===== src/rtl/cache_arb_pkg.sv =====
// ---------------------------------------------------------------------------
// cache_arb_pkg
// Shared types and constants for the cache fill arbiter:
//   arb_state_e     - arbiter FSM states
//   owner_e         - which requester currently owns the memory
//   WORDS_PER_BLOCK - default words per cache block (power of 2)
//   WORD_IDX_W      - width of a word index within a block
//   BLOCK_OFFSET_W  - width of the byte offset within a block
// ---------------------------------------------------------------------------
package cache_arb_pkg;

  localparam int WORDS_PER_BLOCK = 8;
  localparam int WORD_IDX_W      = $clog2(WORDS_PER_BLOCK);
  // Words are 2 bytes, so the byte offset is one bit wider than the word index.
  localparam int BLOCK_OFFSET_W  = WORD_IDX_W + 1;

  typedef enum logic [2:0] {
    ST_IDLE,
    ST_WRITE,
    ST_FILL_ISSUE,
    ST_FILL_DRAIN,
    ST_DONE
  } arb_state_e;

  typedef enum logic [1:0] {
    OWN_NONE,
    OWN_I,
    OWN_D
  } owner_e;

endpackage


===== src/rtl/cache_fill_arbiter_if.sv =====
// ---------------------------------------------------------------------------
// cache_fill_arbiter_if
// Request/response bus between the arbiter and the shared main memory.
//   mem_enable  - memory request this cycle
//   mem_wr      - 1 = write, 0 = read
//   mem_addr    - byte address
//   mem_wdata   - write data
//   mem_rdata   - read data
//   mem_rvalid  - mem_rdata valid (fixed latency, pipelined)
// Modports: master = arbiter side, slave = memory side.
// ---------------------------------------------------------------------------
interface cache_fill_arbiter_if #(
  parameter int ADDR_W = 16,
  parameter int DATA_W = 16
);

  logic              mem_enable;
  logic              mem_wr;
  logic [ADDR_W-1:0] mem_addr;
  logic [DATA_W-1:0] mem_wdata;
  logic [DATA_W-1:0] mem_rdata;
  logic              mem_rvalid;

  modport master (
    output mem_enable, mem_wr, mem_addr, mem_wdata,
    input  mem_rdata, mem_rvalid
  );

  modport slave (
    input  mem_enable, mem_wr, mem_addr, mem_wdata,
    output mem_rdata, mem_rvalid
  );

endinterface


===== src/rtl/block_word_counter.sv =====
// ---------------------------------------------------------------------------
// block_word_counter
// Loadable wrapping word-index counter for one block transfer.
//   clk, rst  - clock, synchronous active-high reset
//   load      - start a new block: idx <= load_val, step count cleared
//   load_val  - first word index of the block
//   inc       - advance idx by one (wraps modulo 2**WIDTH)
//   idx       - current word index
//   last      - high while the count about to be taken is the final one
//               of the block (2**WIDTH counts since load)
// ---------------------------------------------------------------------------
module block_word_counter #(
  parameter int WIDTH = 3
) (
  input  logic             clk,
  input  logic             rst,
  input  logic             load,
  input  logic [WIDTH-1:0] load_val,
  input  logic             inc,
  output logic [WIDTH-1:0] idx,
  output logic             last
);

  logic [WIDTH-1:0] idx_q;
  // Counts increments since load independently of idx, so a non-zero start
  // index still terminates after exactly one full block.
  logic [WIDTH-1:0] steps_q;

  // NOTE: sequential state uses non-blocking assignments so every register
  // samples pre-edge values, independent of block evaluation order.
  always_ff @(posedge clk) begin
    if (rst) begin
      idx_q   <= '0;
      steps_q <= '0;
    end else if (load) begin
      idx_q   <= load_val;
      steps_q <= '0;
    end else if (inc) begin
      idx_q   <= idx_q + 1'b1;
      steps_q <= steps_q + 1'b1;
    end
  end

  assign idx  = idx_q;
  assign last = &steps_q;

endmodule


===== src/rtl/cache_fill_arbiter.sv =====
// ---------------------------------------------------------------------------
// cache_fill_arbiter
// Shares one multi-cycle main memory between the I-cache miss path, the
// D-cache miss path and D-side write-through stores. A miss is served as a
// block fill of WORDS_PER_BLOCK consecutive word reads; a store as one write.
// Fixed grant priority: d_wr_req > d_miss_req > i_miss_req.
//
// Ports:
//   clk, rst                  - clock, synchronous active-high reset
//   i_miss_req/i_miss_addr    - I-cache miss (level, held until i_fill_done)
//   d_miss_req/d_miss_addr    - D-cache miss (level, held until d_fill_done)
//   d_wr_req/addr/data        - write-through store (held until d_wr_ack)
//   mem                       - memory bus (cache_fill_arbiter_if.master)
//   fill_data                 - mem_rdata passthrough
//   fill_word                 - word index of fill_data within the block
//   i_fill_we / d_fill_we     - write fill_data into the owner's line
//   i_fill_done / d_fill_done - one-cycle fill-complete pulses
//   d_wr_ack                  - one-cycle pulse: store issued
//   busy                      - arbiter not idle
//
// Build option: define CRITICAL_WORD_FIRST_EN to start each fill at the
// missing word (miss_addr word bits) and wrap around the block; otherwise
// fills always start at word 0.
// ---------------------------------------------------------------------------
module cache_fill_arbiter
  import cache_arb_pkg::*;
#(
  parameter int ADDR_W          = 16,
  parameter int DATA_W          = 16,
  parameter int WORDS_PER_BLOCK = cache_arb_pkg::WORDS_PER_BLOCK
) (
  input  logic                               clk,
  input  logic                               rst,
  input  logic                               i_miss_req,
  input  logic [ADDR_W-1:0]                  i_miss_addr,
  input  logic                               d_miss_req,
  input  logic [ADDR_W-1:0]                  d_miss_addr,
  input  logic                               d_wr_req,
  input  logic [ADDR_W-1:0]                  d_wr_addr,
  input  logic [DATA_W-1:0]                  d_wr_data,
  cache_fill_arbiter_if.master               mem,
  output logic [DATA_W-1:0]                  fill_data,
  output logic [$clog2(WORDS_PER_BLOCK)-1:0] fill_word,
  output logic                               i_fill_we,
  output logic                               d_fill_we,
  output logic                               i_fill_done,
  output logic                               d_fill_done,
  output logic                               d_wr_ack,
  output logic                               busy
);

  localparam int IDX_W = $clog2(WORDS_PER_BLOCK);
  localparam int OFF_W = IDX_W + 1;

  arb_state_e        state_q, state_d;
  owner_e            owner_q;
  // Holds the full granted address; fills drop the block offset when the
  // read address is built, so the same register serves stores and fills.
  logic [ADDR_W-1:0] addr_q;
  logic [DATA_W-1:0] wdata_q;

  logic              grant_wr, grant_d, grant_i, grant_fill;
  logic [ADDR_W-1:0] sel_miss_addr;
  logic [IDX_W-1:0]  start_idx;
  logic [IDX_W-1:0]  issue_idx, ret_idx;
  logic              issue_last, ret_last;
  logic              issue_fire, ret_fire, fill_phase;

  // ---------------- arbitration ----------------
  assign grant_wr      = (state_q == ST_IDLE) && d_wr_req;
  assign grant_d       = (state_q == ST_IDLE) && !d_wr_req && d_miss_req;
  assign grant_i       = (state_q == ST_IDLE) && !d_wr_req && !d_miss_req && i_miss_req;
  assign grant_fill    = grant_d || grant_i;
  assign sel_miss_addr = grant_d ? d_miss_addr : i_miss_addr;

`ifdef CRITICAL_WORD_FIRST_EN
  assign start_idx = sel_miss_addr[OFF_W-1:1];
`else
  assign start_idx = '0;
`endif

  // Returns count only while a fill is in progress; a stray or late
  // mem_rvalid (e.g. reads in flight across a reset) is dropped here.
  assign fill_phase = (state_q == ST_FILL_ISSUE) || (state_q == ST_FILL_DRAIN);
  assign issue_fire = (state_q == ST_FILL_ISSUE);
  assign ret_fire   = fill_phase && mem.mem_rvalid;

  block_word_counter #(.WIDTH(IDX_W)) u_issue_cnt (
    .clk      (clk),
    .rst      (rst),
    .load     (grant_fill),
    .load_val (start_idx),
    .inc      (issue_fire),
    .idx      (issue_idx),
    .last     (issue_last)
  );

  block_word_counter #(.WIDTH(IDX_W)) u_ret_cnt (
    .clk      (clk),
    .rst      (rst),
    .load     (grant_fill),
    .load_val (start_idx),
    .inc      (ret_fire),
    .idx      (ret_idx),
    .last     (ret_last)
  );

  // ---------------- state and grant registers ----------------
  always_ff @(posedge clk) begin
    if (rst) begin
      state_q <= ST_IDLE;
      owner_q <= OWN_NONE;
      addr_q  <= '0;
      wdata_q <= '0;
    end else begin
      state_q <= state_d;
      if (grant_wr) begin
        owner_q <= OWN_D;
        addr_q  <= d_wr_addr;
        wdata_q <= d_wr_data;
      end else if (grant_fill) begin
        owner_q <= grant_d ? OWN_D : OWN_I;
        addr_q  <= sel_miss_addr;
      end else if (state_q == ST_WRITE || state_q == ST_DONE) begin
        owner_q <= OWN_NONE;
      end
    end
  end

  // ---------------- next state ----------------
  // NOTE: every signal assigned in an always_comb gets a default first, so
  // no path leaves it unassigned and no latch is inferred.
  always_comb begin
    state_d = state_q;
    unique case (state_q)
      ST_IDLE: begin
        if (grant_wr)        state_d = ST_WRITE;
        else if (grant_fill) state_d = ST_FILL_ISSUE;
      end
      ST_WRITE:      state_d = ST_IDLE;
      ST_FILL_ISSUE: begin
        // Returns can overlap issuing, so the final return is checked first.
        if (ret_fire && ret_last) state_d = ST_DONE;
        else if (issue_last)      state_d = ST_FILL_DRAIN;
      end
      ST_FILL_DRAIN: begin
        if (ret_fire && ret_last) state_d = ST_DONE;
      end
      ST_DONE:       state_d = ST_IDLE;
      default:       state_d = ST_IDLE;
    endcase
  end

  // ---------------- outputs ----------------
  always_comb begin
    mem.mem_enable = 1'b0;
    mem.mem_wr     = 1'b0;
    mem.mem_addr   = '0;
    mem.mem_wdata  = '0;
    d_wr_ack       = 1'b0;
    unique case (state_q)
      ST_WRITE: begin
        mem.mem_enable = 1'b1;
        mem.mem_wr     = 1'b1;
        mem.mem_addr   = addr_q;
        mem.mem_wdata  = wdata_q;
        d_wr_ack       = 1'b1;
      end
      ST_FILL_ISSUE: begin
        mem.mem_enable = 1'b1;
        mem.mem_addr   = {addr_q[ADDR_W-1:OFF_W], issue_idx, 1'b0};
      end
      default: ;
    endcase
  end

  assign busy        = (state_q != ST_IDLE);
  assign fill_data   = mem.mem_rdata;
  assign fill_word   = fill_phase ? ret_idx : '0;
  assign i_fill_we   = ret_fire && (owner_q == OWN_I);
  assign d_fill_we   = ret_fire && (owner_q == OWN_D);
  assign i_fill_done = (state_q == ST_DONE) && (owner_q == OWN_I);
  assign d_fill_done = (state_q == ST_DONE) && (owner_q == OWN_D);

endmodule


===== src/flat_wrapper.sv =====
// flat-port wrapper written by rule: the top's interface ports become plain ports
module cache_fill_arbiter_flat import cache_arb_pkg::*;
#(
  parameter int ADDR_W          = 16,
  parameter int DATA_W          = 16,
  parameter int WORDS_PER_BLOCK = cache_arb_pkg::WORDS_PER_BLOCK
)
  (clk, rst, i_miss_req, i_miss_addr, d_miss_req, d_miss_addr, d_wr_req, d_wr_addr, d_wr_data, fill_data, fill_word, i_fill_we, d_fill_we, i_fill_done, d_fill_done, d_wr_ack, busy, mem_mem_enable, mem_mem_wr, mem_mem_addr, mem_mem_wdata, mem_mem_rdata, mem_mem_rvalid);
  cache_fill_arbiter_if #(.ADDR_W(ADDR_W), .DATA_W(DATA_W)) mem_i ();
  input  logic clk;
  input  logic rst;
  input  logic i_miss_req;
  input  logic [ADDR_W-1:0] i_miss_addr;
  input  logic d_miss_req;
  input  logic [ADDR_W-1:0] d_miss_addr;
  input  logic d_wr_req;
  input  logic [ADDR_W-1:0] d_wr_addr;
  input  logic [DATA_W-1:0] d_wr_data;
  output logic [DATA_W-1:0] fill_data;
  output logic [$clog2(WORDS_PER_BLOCK)-1:0] fill_word;
  output logic i_fill_we;
  output logic d_fill_we;
  output logic i_fill_done;
  output logic d_fill_done;
  output logic d_wr_ack;
  output logic busy;
  output wire logic [$bits(mem_i.mem_enable)-1:0] mem_mem_enable;
  output wire logic [$bits(mem_i.mem_wr)-1:0] mem_mem_wr;
  output wire logic [$bits(mem_i.mem_addr)-1:0] mem_mem_addr;
  output wire logic [$bits(mem_i.mem_wdata)-1:0] mem_mem_wdata;
  input wire logic [$bits(mem_i.mem_rdata)-1:0] mem_mem_rdata;
  input wire logic [$bits(mem_i.mem_rvalid)-1:0] mem_mem_rvalid;
  assign mem_mem_enable = mem_i.mem_enable;
  assign mem_mem_wr = mem_i.mem_wr;
  assign mem_mem_addr = mem_i.mem_addr;
  assign mem_mem_wdata = mem_i.mem_wdata;
  assign mem_i.mem_rdata = mem_mem_rdata;
  assign mem_i.mem_rvalid = mem_mem_rvalid;
  cache_fill_arbiter #(.ADDR_W(ADDR_W), .DATA_W(DATA_W), .WORDS_PER_BLOCK(WORDS_PER_BLOCK)) u_core (.clk(clk), .rst(rst), .i_miss_req(i_miss_req), .i_miss_addr(i_miss_addr), .d_miss_req(d_miss_req), .d_miss_addr(d_miss_addr), .d_wr_req(d_wr_req), .d_wr_addr(d_wr_addr), .d_wr_data(d_wr_data), .mem(mem_i), .fill_data(fill_data), .fill_word(fill_word), .i_fill_we(i_fill_we), .d_fill_we(d_fill_we), .i_fill_done(i_fill_done), .d_fill_done(d_fill_done), .d_wr_ack(d_wr_ack), .busy(busy));
endmodule

===== config.mk =====
export PLATFORM = sky130hd
export DESIGN_NAME = cache_fill_arbiter_flat
export DESIGN_NICKNAME = d
export VERILOG_FILES = /design/src/rtl/cache_arb_pkg.sv /design/src/rtl/cache_fill_arbiter_if.sv /design/src/rtl/block_word_counter.sv /design/src/rtl/cache_fill_arbiter.sv /design/src/flat_wrapper.sv
export SDC_FILE = /design/constraint.sdc
export NUM_CORES = 1
export LEC_CHECK = 0
export BUFFER_PORTS_ARGS = -buffer_cell sky130_fd_sc_hd__clkbuf_2
export CELL_PAD_IN_SITES_DETAIL_PLACEMENT = 1
export CELL_PAD_IN_SITES_GLOBAL_PLACEMENT = 1
export CORE_MARGIN = 8
export CORE_UTILIZATION = 34
export DETAILED_ROUTE_END_ITERATION = 6
export PLACE_DENSITY = 0.94
export SLEW_MARGIN = 10
export SYNTH_ARGS = -nofsm -noshare
export SYNTH_HDL_FRONTEND = slang
export SYNTH_SLANG_ARGS = --single-unit

===== constraint.sdc =====
create_clock -name clk -period 4.85 [get_ports clk]
set_clock_uncertainty 0.15 [all_clocks]
set_input_delay 0.7275 -clock clk [delete_from_list [all_inputs] [get_ports clk]]
set_output_delay 0.7275 -clock clk [all_outputs]
set_load 0.1 [all_outputs]

### Word-level counts from Yosys, hierarchy flattened

Index checks and enable logic that the tools add are counted.

* register bits: 49
* input bits: 86
* output and inout bits: 59
* word-level logic and storage cells: 67

* add/subtract/negate cells: 4
* equal/unequal tests: 9
* multiplexer cells: 18
* reduce and logical (&&, ||, !) cells: 27

Operators by type and width (count)
* $mux W16: 4
* $pmux W16 S2: 1
* $mux W3: 6
* $add A3 B1 Y3 const B: 4
* $logic_and A1 B1 Y1: 11
* $pmux W3 S3: 1
* $reduce_and A3 Y1: 3
* $mux W2: 4
* $eq A3 B2 Y1 const B: 2
* $reduce_bool A3 Y1: 2
* $reduce_or A2 Y1: 3
* $reduce_bool A2 Y1: 2
* $eq A3 B1 Y1 const B: 1
* $eq A3 B3 Y1 const B: 1
* $logic_not A3 Y1: 1
* $logic_or A1 B1 Y1: 3
* $ne A3 B1 Y1 const B: 1
* $ne A3 B2 Y1 const B: 1
* $eq A2 B1 Y1 const B: 1
* $eq A2 B2 Y1 const B: 1
* $logic_not A1 Y1: 2
* $mux W1: 2
* $ne A2 B2 Y1 const B: 1

### Depth between registers and ports, before layout

Gate-level depths: netlist of the first run.

* depth in word-level cells: 8
* mapped depth: 7

### Cells and area by module

A second synthesis of the first run with hierarchy kept.

* cell total of the unflattened synthesis: 361
* area, all modules: 2949.1 um^2

By module, submodules not included
* cache_fill_arbiter: instances 1, cells each 305, area an instance 2318.5 um^2, seq. area each 740.7 um^2
* block_word_counter: instances 2, cells each 28, area an instance 315.3 um^2, seq. area each 120.1 um^2

### Least setup slack after synthesis of the first run

No wires, ideal clock.

* kind: input to output
* start: in mem_mem_rvalid
* end: out i_fill_we
* arrival time: 3.386 ns
* data required time: 3.973 ns
* setup slack: 0.586 ns
* cell stages on the path: 3
* buffers on the path: 1
* cell sequence: clkbuf_1 > nand2_1 > nor3b_1

* cells in the longest elaborated chain, start to end: 2

Ends and longest elaborated chain
* start, declared: line flat_wrapper.sv:32 `input wire logic [$bits(mem_i.mem_rvalid)-1:0] mem_mem_rvalid;`
* $logic_and A1 B1 Y1: line cache_fill_arbiter.sv:86 `assign ret_fire = fill_phase && mem.mem_rvalid;`
* $logic_and A1 B1 Y1: line cache_fill_arbiter.sv:180 `assign i_fill_we = ret_fire && (owner_q == OWN_I);`
* end, declared: line flat_wrapper.sv:21 `output logic i_fill_we;`

Every way passes these cells.

### Worst setup path after layout of the first run

* start: reg u_core.state_q[1]
* end: out d_fill_we

* cells in the longest elaborated chain, start to end: 4

Ends and longest elaborated chain
* start, declared: line cache_fill_arbiter.sv:55 `arb_state_e state_q, state_d;`
* start signal, assigned: line cache_fill_arbiter.sv:116 `state_q <= state_d;`
* $eq A3 B2 Y1: line cache_fill_arbiter.sv:84 `assign fill_phase = (state_q == ST_FILL_ISSUE) || (state_q == ST_FILL_DRAIN);`
* $logic_or A1 B1 Y1 *: line cache_fill_arbiter.sv:84
* $logic_and A1 B1 Y1 *: line cache_fill_arbiter.sv:86
* $logic_and A1 B1 Y1 *: line cache_fill_arbiter.sv:181 `assign d_fill_we = ret_fire && (owner_q == OWN_D);`
* end, declared: line flat_wrapper.sv:22 `output logic d_fill_we;`

Mark *: on every way between the ends. The rest lies on a longest branch, timed or not.

==> qor.yml, run 1 <==
wl_mm: 8.159
maxCapViolations: 0
vias: 2634
grt_first_pass_wirelength_mm: 13.64
syn_nets: 439
die_area_um2: 11260
min_to: "u_core.wdata_q[14]"
cp_max_fo: 9
ys.flop_type: "dfxtp_1"
yosysWarnings: 0
finalMaxSlewViolations: 0
overflow: 0
synth-seq-area-share_pct: 35.54
numCtsBuffers: 5
grt_pass1_vias: 2872
synth_area_um2: 2760
yosys_register_bits: 49
hpwl_mm: 6.305
cts.clk_slew.worst_paths_ns: 0.09
synth_edf_count: 0
path_cells: "nor2b_1 -> nand2_1 -> nor3b_1 -> clkbuf_2"
num_rows: 33
netlist_instances: 347
r2r_end: "u_core.addr_q[11]"
place.port_buffers: 112
worst_setup_path_start_kind: "flop"
rsz0062_at_grt: "no"
cp.arrival_ns: 2.50
min-delay-start: "u_core.wdata_q[14]"
final_util_pct: 40.70
drive_gt1_share_pct: 31.35
critPathKind: "reg -> out"
ctsResizeCount: 0
area_delta_synth_final_pct: 18.72
outcome: "completed"
setup-violations-final: 0
power_density_nw_per_um2: 332.9
drt.antenna.violating_nets: 0
postCtsHoldBufs: 0
clockBufferDepth: 2
cts_setup_buffers: 0
syn_avg_cell_area_um2: 7.954
slowest_delay_ns: 0.58
cellLeakagePower_nw: 1.440
worstSetupEndpointType: "output port"
antenna_found_initial: 0
timing.rr.start: "u_core.state_q[1]"
hp-class: "reg -> reg"
fin_crit_sh_pct: 69.59
diodes: 0
start_util_pct: 34.28
reg2reg_depth: 4
grt_usage_pct: 14.36
grt_max_degree: 55
cp.required_ns: 3.97
async_flop_share_pct: 0
root_buffer: "clkbuf_8"
dr.pass1.iters: 4
via_per_inst: 5.008
die_height_um: 106.1
wl_per_cell_um: 15.51
tightest_slew_ns: 1.031
fillerInstances: 1045
cts.sinks: 49
fin_nets: 512
slew_headroom_pct: 31.25
core-area_um2: 8051
crit_path_top_delay_cell: "dfxtp_1"
hold_viol_final: 0
io_pins: 145
max-vdd-ir-drop_v: 0.0001511
gp_congestion: 0.7663
drc: 0
rrSetupSlack_ns: 2.74
final.setup.tns_ns: 0
ctsHtreeMaxLevel: 2
die_x_um: 106.1
min_period_ns: 3.375
ys_types: 33
holdWs_ns: 0.3024
drt_iter0_markers: 122
fmax_ghz: 0.2963
whs_path_depth: 2
cts_tree: "done"
insertion_delay_ns: 0.30
==> where the power goes <==
| part | switching, mW | internal (mW) | leakage, nW |
|---|---|---|---|
| registers | 0.0236 | 0.439 | 0.402 |
| clock network | 0.138 | 0.102 | 0.0445 |
| logic | 0.283 | 0.105 | 0.993 |
==> worst max-delay path by stage <==
stage                     cells past startpoint               from               to  slack (ns)
after floorplan                               3     mem_mem_rvalid        i_fill_we        0.59
after global placement                        3  u_core.state_q[0]  mem_mem_addr[1]        1.85
after detailed placement                      3  u_core.state_q[0]  mem_mem_addr[1]        1.69
after CTS                                     3  u_core.state_q[0]  mem_mem_addr[1]        1.35
after global routing                          4  u_core.state_q[1]        d_fill_we        1.22
final                                         4  u_core.state_q[1]        d_fill_we        1.47
==> placed cells by master (no fill, tap or decap), types with 4 or more instances in the layout <==
cell type	n
clkbuf_2	112
a21oi_1	56
dfxtp_1	49
nand2_1	40
and2_1	33
nor2_1	28
nand2b_1	16
o21ai_1	14
o32ai_1	12
nor3b_1	8
ha_1	6
clkbuf_8	5
xor2_1	4
nand3_1	4
o32ai_2	4
==> flip-flops by register name, indices dropped and copies added (netlist names) <==
signal / flops
u_core.addr_q: 16
u_core.wdata_q: 16
u_core.state_q: 3
u_core.u_issue_cnt.idx: 3
u_core.u_issue_cnt.steps_q: 3
u_core.u_ret_cnt.idx: 3
u_core.u_ret_cnt.steps_q: 3
u_core.owner_q: 2
==> cells in the mapped netlist (2+ instances only) <==
cell type | count | area (µm²)
nor3b_1 | 9 | 67.56
nand2_1 | 41 | 153.9
a21oi_1 | 56 | 280.3
buf_1 | 2 | 7.510
and2_1 | 33 | 206.5
o21ai_0 | 3 | 15.01
buf_4 | 19 | 142.6
nor3_1 | 2 | 10.01
a22o_1 | 3 | 26.28
o32ai_1 | 12 | 105.1
nand3_1 | 4 | 20.02
ha_1 | 6 | 75.07
buf_2 | 7 | 35.03
o21ai_1 | 14 | 70.07
buf_6 | 4 | 45.04
clkbuf_1 | 15 | 56.30
o32ai_2 | 4 | 65.06
nand2b_1 | 16 | 100.1
nor2_1 | 28 | 105.1
xnor2_1 | 3 | 26.28
mux2i_1 | 3 | 30.03
dfxtp_1 | 49 | 980.9
xor2_1 | 4 | 35.03
==> cells by family after synthesis <==
kind of cell             count (synthesis)  synth area share, %
adder cells (fa/ha/maj)                  6                2.720
XOR/XNOR                                 7                2.221
flip-flops                              49                35.54
AO/OA/AOI/OAI                           97                21.85
AND/OR/NAND/NOR                        137                25.98
multiplexers                             3                1.088
buffers and inverters                   48                10.61
==> worst max-delay path: cells and delay by family (launching register included) <==
family        cells  cell delay [ns]
simple gates      3             1.11
flops             1             0.58
buf+inv           1             0.50
==> layout make-up <==
cell class | count | area (µm²) | area share [%]
clock buffer | 5 | 68.82 | 2.100
clock inverter | 3 | 21.27 | 0.6491
inverter | 1 | 6.256 | 0.1909
multi-input combinational | 250 | 1500 | 45.78
sequential | 49 | 980.9 | 29.94
tap | 105 | 131.4 | 4.009
timing repair buffer | 113 | 568.0 | 17.33
==> metal layers <==
| metal | track usage [%] | vias to the layer above | share of wire [%] |
|---|---|---|---|
| met5 | 0 | - | 0 |
| met3 | 4.235 | 4 | 6.6 |
| met2 | 27.70 | 78 | 54 |
| li1 | - | 1307 | - |
| met4 | 2.211 | 0 | 0.48 |
| met1 | 15.14 | 1245 | 39 |
==> per-stage QoR <==
stage	instances	instance area (µm²)	setup slack [ns]	total power [mW]
CTS	526	3268	1.354	1.113
finish	526	3277	1.475	1.091
global placement	518	3178	1.852	0.8491
floorplan	347	2760	0.5862	0.8490
detailed placement	518	3178	1.686	0.8640
global route	526	3277	1.223	1.159
No activity file was read; power rests on OpenSTA's default activity.
==> inputs of run 2 (changes only) <==
--- a/config.mk
+++ b/config.mk
@@ -9,9 +9,9 @@
 export CELL_PAD_IN_SITES_DETAIL_PLACEMENT = 1
 export CELL_PAD_IN_SITES_GLOBAL_PLACEMENT = 1
 export CORE_MARGIN = 8
-export CORE_UTILIZATION = 34
+export CORE_UTILIZATION = 31
 export DETAILED_ROUTE_END_ITERATION = 6
-export PLACE_DENSITY = 0.94
+export PLACE_DENSITY = 0.88
 export SLEW_MARGIN = 10
 export SYNTH_ARGS = -nofsm -noshare
 export SYNTH_HDL_FRONTEND = slang
==> constraint.sdc (replaced) <==
create_clock -name clk -period 3.3 [get_ports clk]
set_clock_uncertainty 0.15 [all_clocks]
set_input_delay 0.495 -clock clk [delete_from_list [all_inputs] [get_ports clk]]
set_output_delay 0.495 -clock clk [all_outputs]
set_load 0.1 [all_outputs]
==> qor.yml, run 2 (synthesis gave the netlist of run 1 again) <==
outcome: "completed"
grt_pass1_vias: 2748  # -4.3%
area_delta_synth_final_pct: 20.31
ctsHtreeMaxLevel: 2  # unchanged
core-area_um2: 8678  # +7.8%
cp.required_ns: 2.65  # -1.32 ns
grt_first_pass_wirelength_mm: 13.35  # -2.1%
drive_gt1_share_pct: 31.68  # +0.32 points
cts_setup_buffers: 0  # unchanged
antenna_found_initial: 0  # unchanged
drt.antenna.violating_nets: 0  # unchanged
die_x_um: 110.4  # +4.0%
grt_usage_pct: 13.77  # -0.58 points
clockBufferDepth: 2  # unchanged
max-vdd-ir-drop_v: 0.0001878  # +24%
power_density_nw_per_um2: 486.9  # +46%
wl_mm: 8.600  # +5.4%
fin_crit_sh_pct: 87.23
timing.rr.start: "u_core.state_q[1]"
overflow: 0  # unchanged
wl_per_cell_um: 16.20  # +4.4%
cellLeakagePower_nw: 1.462  # +1.6%
place.port_buffers: 112  # unchanged
hold_viol_final: 0  # unchanged
ctsResizeCount: 0  # unchanged
gp_congestion: 0.7086  # -7.5%
num_rows: 34  # +3.0%
critPathKind: "reg -> out"
reg_top3: "u_core.addr_q: 16 flops, u_core.wdata_q: 16 flops"
min_period_ns: 2.878
diodes: 0  # unchanged
worst_setup_path_start_kind: "flop"
final_common_cell: "clkbuf_2"
worstSetupEndpointType: "output port"
dr.pass1.iters: 4  # unchanged
start_util_pct: 31.81  # -2.5 points
postCtsHoldBufs: 0  # unchanged
p_total_mw: 1.617  # +48%
min_to: "u_core.wdata_q[9]"
grt_max_degree: 55  # unchanged
cts.sinks: 49  # unchanged
cts_tree: "done"
rsz0062_at_grt: "no"
hpwl_mm: 6.581  # +4.4%
finalMaxSlewViolations: 0  # unchanged
layout_common_cells: "clkbuf_2 (109), a21oi_1 (56), dfxtp_1 (49)"
reg2reg_depth: 5  # +1
fin_nets: 515  # +0.59%
tightest_slew_ns: 1.023  # -0.008597 ns
final_util_pct: 38.26  # -2.4 points
fillerInstances: 1117  # +6.9%
maxCapViolations: 0  # unchanged
min-delay-start: "d_wr_data[9]"
holdWs_ns: 0.2615  # -0.04096 ns
slew_headroom_pct: 31.82  # +0.57 points
cp_max_fo: 13  # +4
die_area_um2: 12180  # +8.2%
insertion_delay_ns: 0.30  # about the same
cp.arrival_ns: 2.23  # -0.27 ns
rrSetupSlack_ns: 1.13  # -1.61 ns
vias: 2660  # +0.99%
drc: 0  # unchanged
io_pins: 145  # unchanged
numCtsBuffers: 5  # unchanged
root_buffer: "clkbuf_8"
hp-class: "in -> reg"
r2r_end: "u_core.wdata_q[3]"
fmax_ghz: 0.3474
via_per_inst: 5.009  # about the same
setup-violations-final: 0  # unchanged
die_height_um: 110.4  # +4.0%
drt_iter0_markers: 141  # +16%
cts.clk_slew.worst_paths_ns: 0.09  # about the same
final.setup.tns_ns: 0  # unchanged
whs_path_depth: 3  # +1
[run 2: cell types whose count changed in the layout (fill, tap and decap cells not counted), moves of 2 or more]
cell,before,now
nor3b_1,8,6
nor3b_2,0,3
clkbuf_2,112,109
buf_4,1,6
[run 2: how the worst max path moves through the flow]
stage                                  from          endpoint  slack, ns  cells after the start
after floorplan           u_core.state_q[1]       i_fill_done      -0.15                      4
after global placement    u_core.state_q[1]         i_fill_we       0.83                      5
after detailed placement  u_core.state_q[1]   mem_mem_addr[5]       0.71                      4
after CTS                 u_core.state_q[1]   mem_mem_addr[5]       0.37                      4
after global routing      u_core.state_q[1]  mem_mem_addr[11]       0.26                      4
final                     u_core.state_q[1]   mem_mem_addr[5]       0.42                      4
[run 2: layout make-up]
cell class | instances | area [µm²] | area share (%)
multi-input cells | 250 | 1501 | 45.21
flip-flops and latches | 49 | 980.9 | 29.54
repair buffers | 116 | 610.6 | 18.39
well taps | 108 | 135.1 | 4.069
clock buffers | 7 | 86.33 | 2.600
inverters | 1 | 6.256 | 0.1884
[run 2: power by group]
group	internal, mW	total (mW)	switching (mW)
registers	0.645	0.681	0.0359
logic	0.160	0.577	0.417
clock network	0.167	0.358	0.191
[run 2: metrics by stage]
step                instances  cell area (µm²)  setup WS, ns
floorplan                 347             2770       -0.1462
finish                    531             3321        0.4216
global route              531             3321        0.2592
global placement          524             3234        0.8338
detailed placement        524             3234        0.7130
CTS                       531             3321        0.3659
[run 2: metal layers]
| layer | vias up | track usage [%] | routed length (µm) |
|---|---|---|---|
| met3 | 18 | 3.140 | 607 |
| met2 | 70 | 26.04 | 4585 |
| met5 | - | 0 | 0 |
| li1 | 1310 | - | - |
| met4 | 0 | 4.091 | 135 |
| met1 | 1262 | 14.78 | 3272 |
[run 2: critical path: stages (launching register included)]
cell and delay (ns):
dfxtp_1 0.55, xnor2_1 0.10, nor2_1 0.59, and2_1 0.23, clkbuf_2 0.46
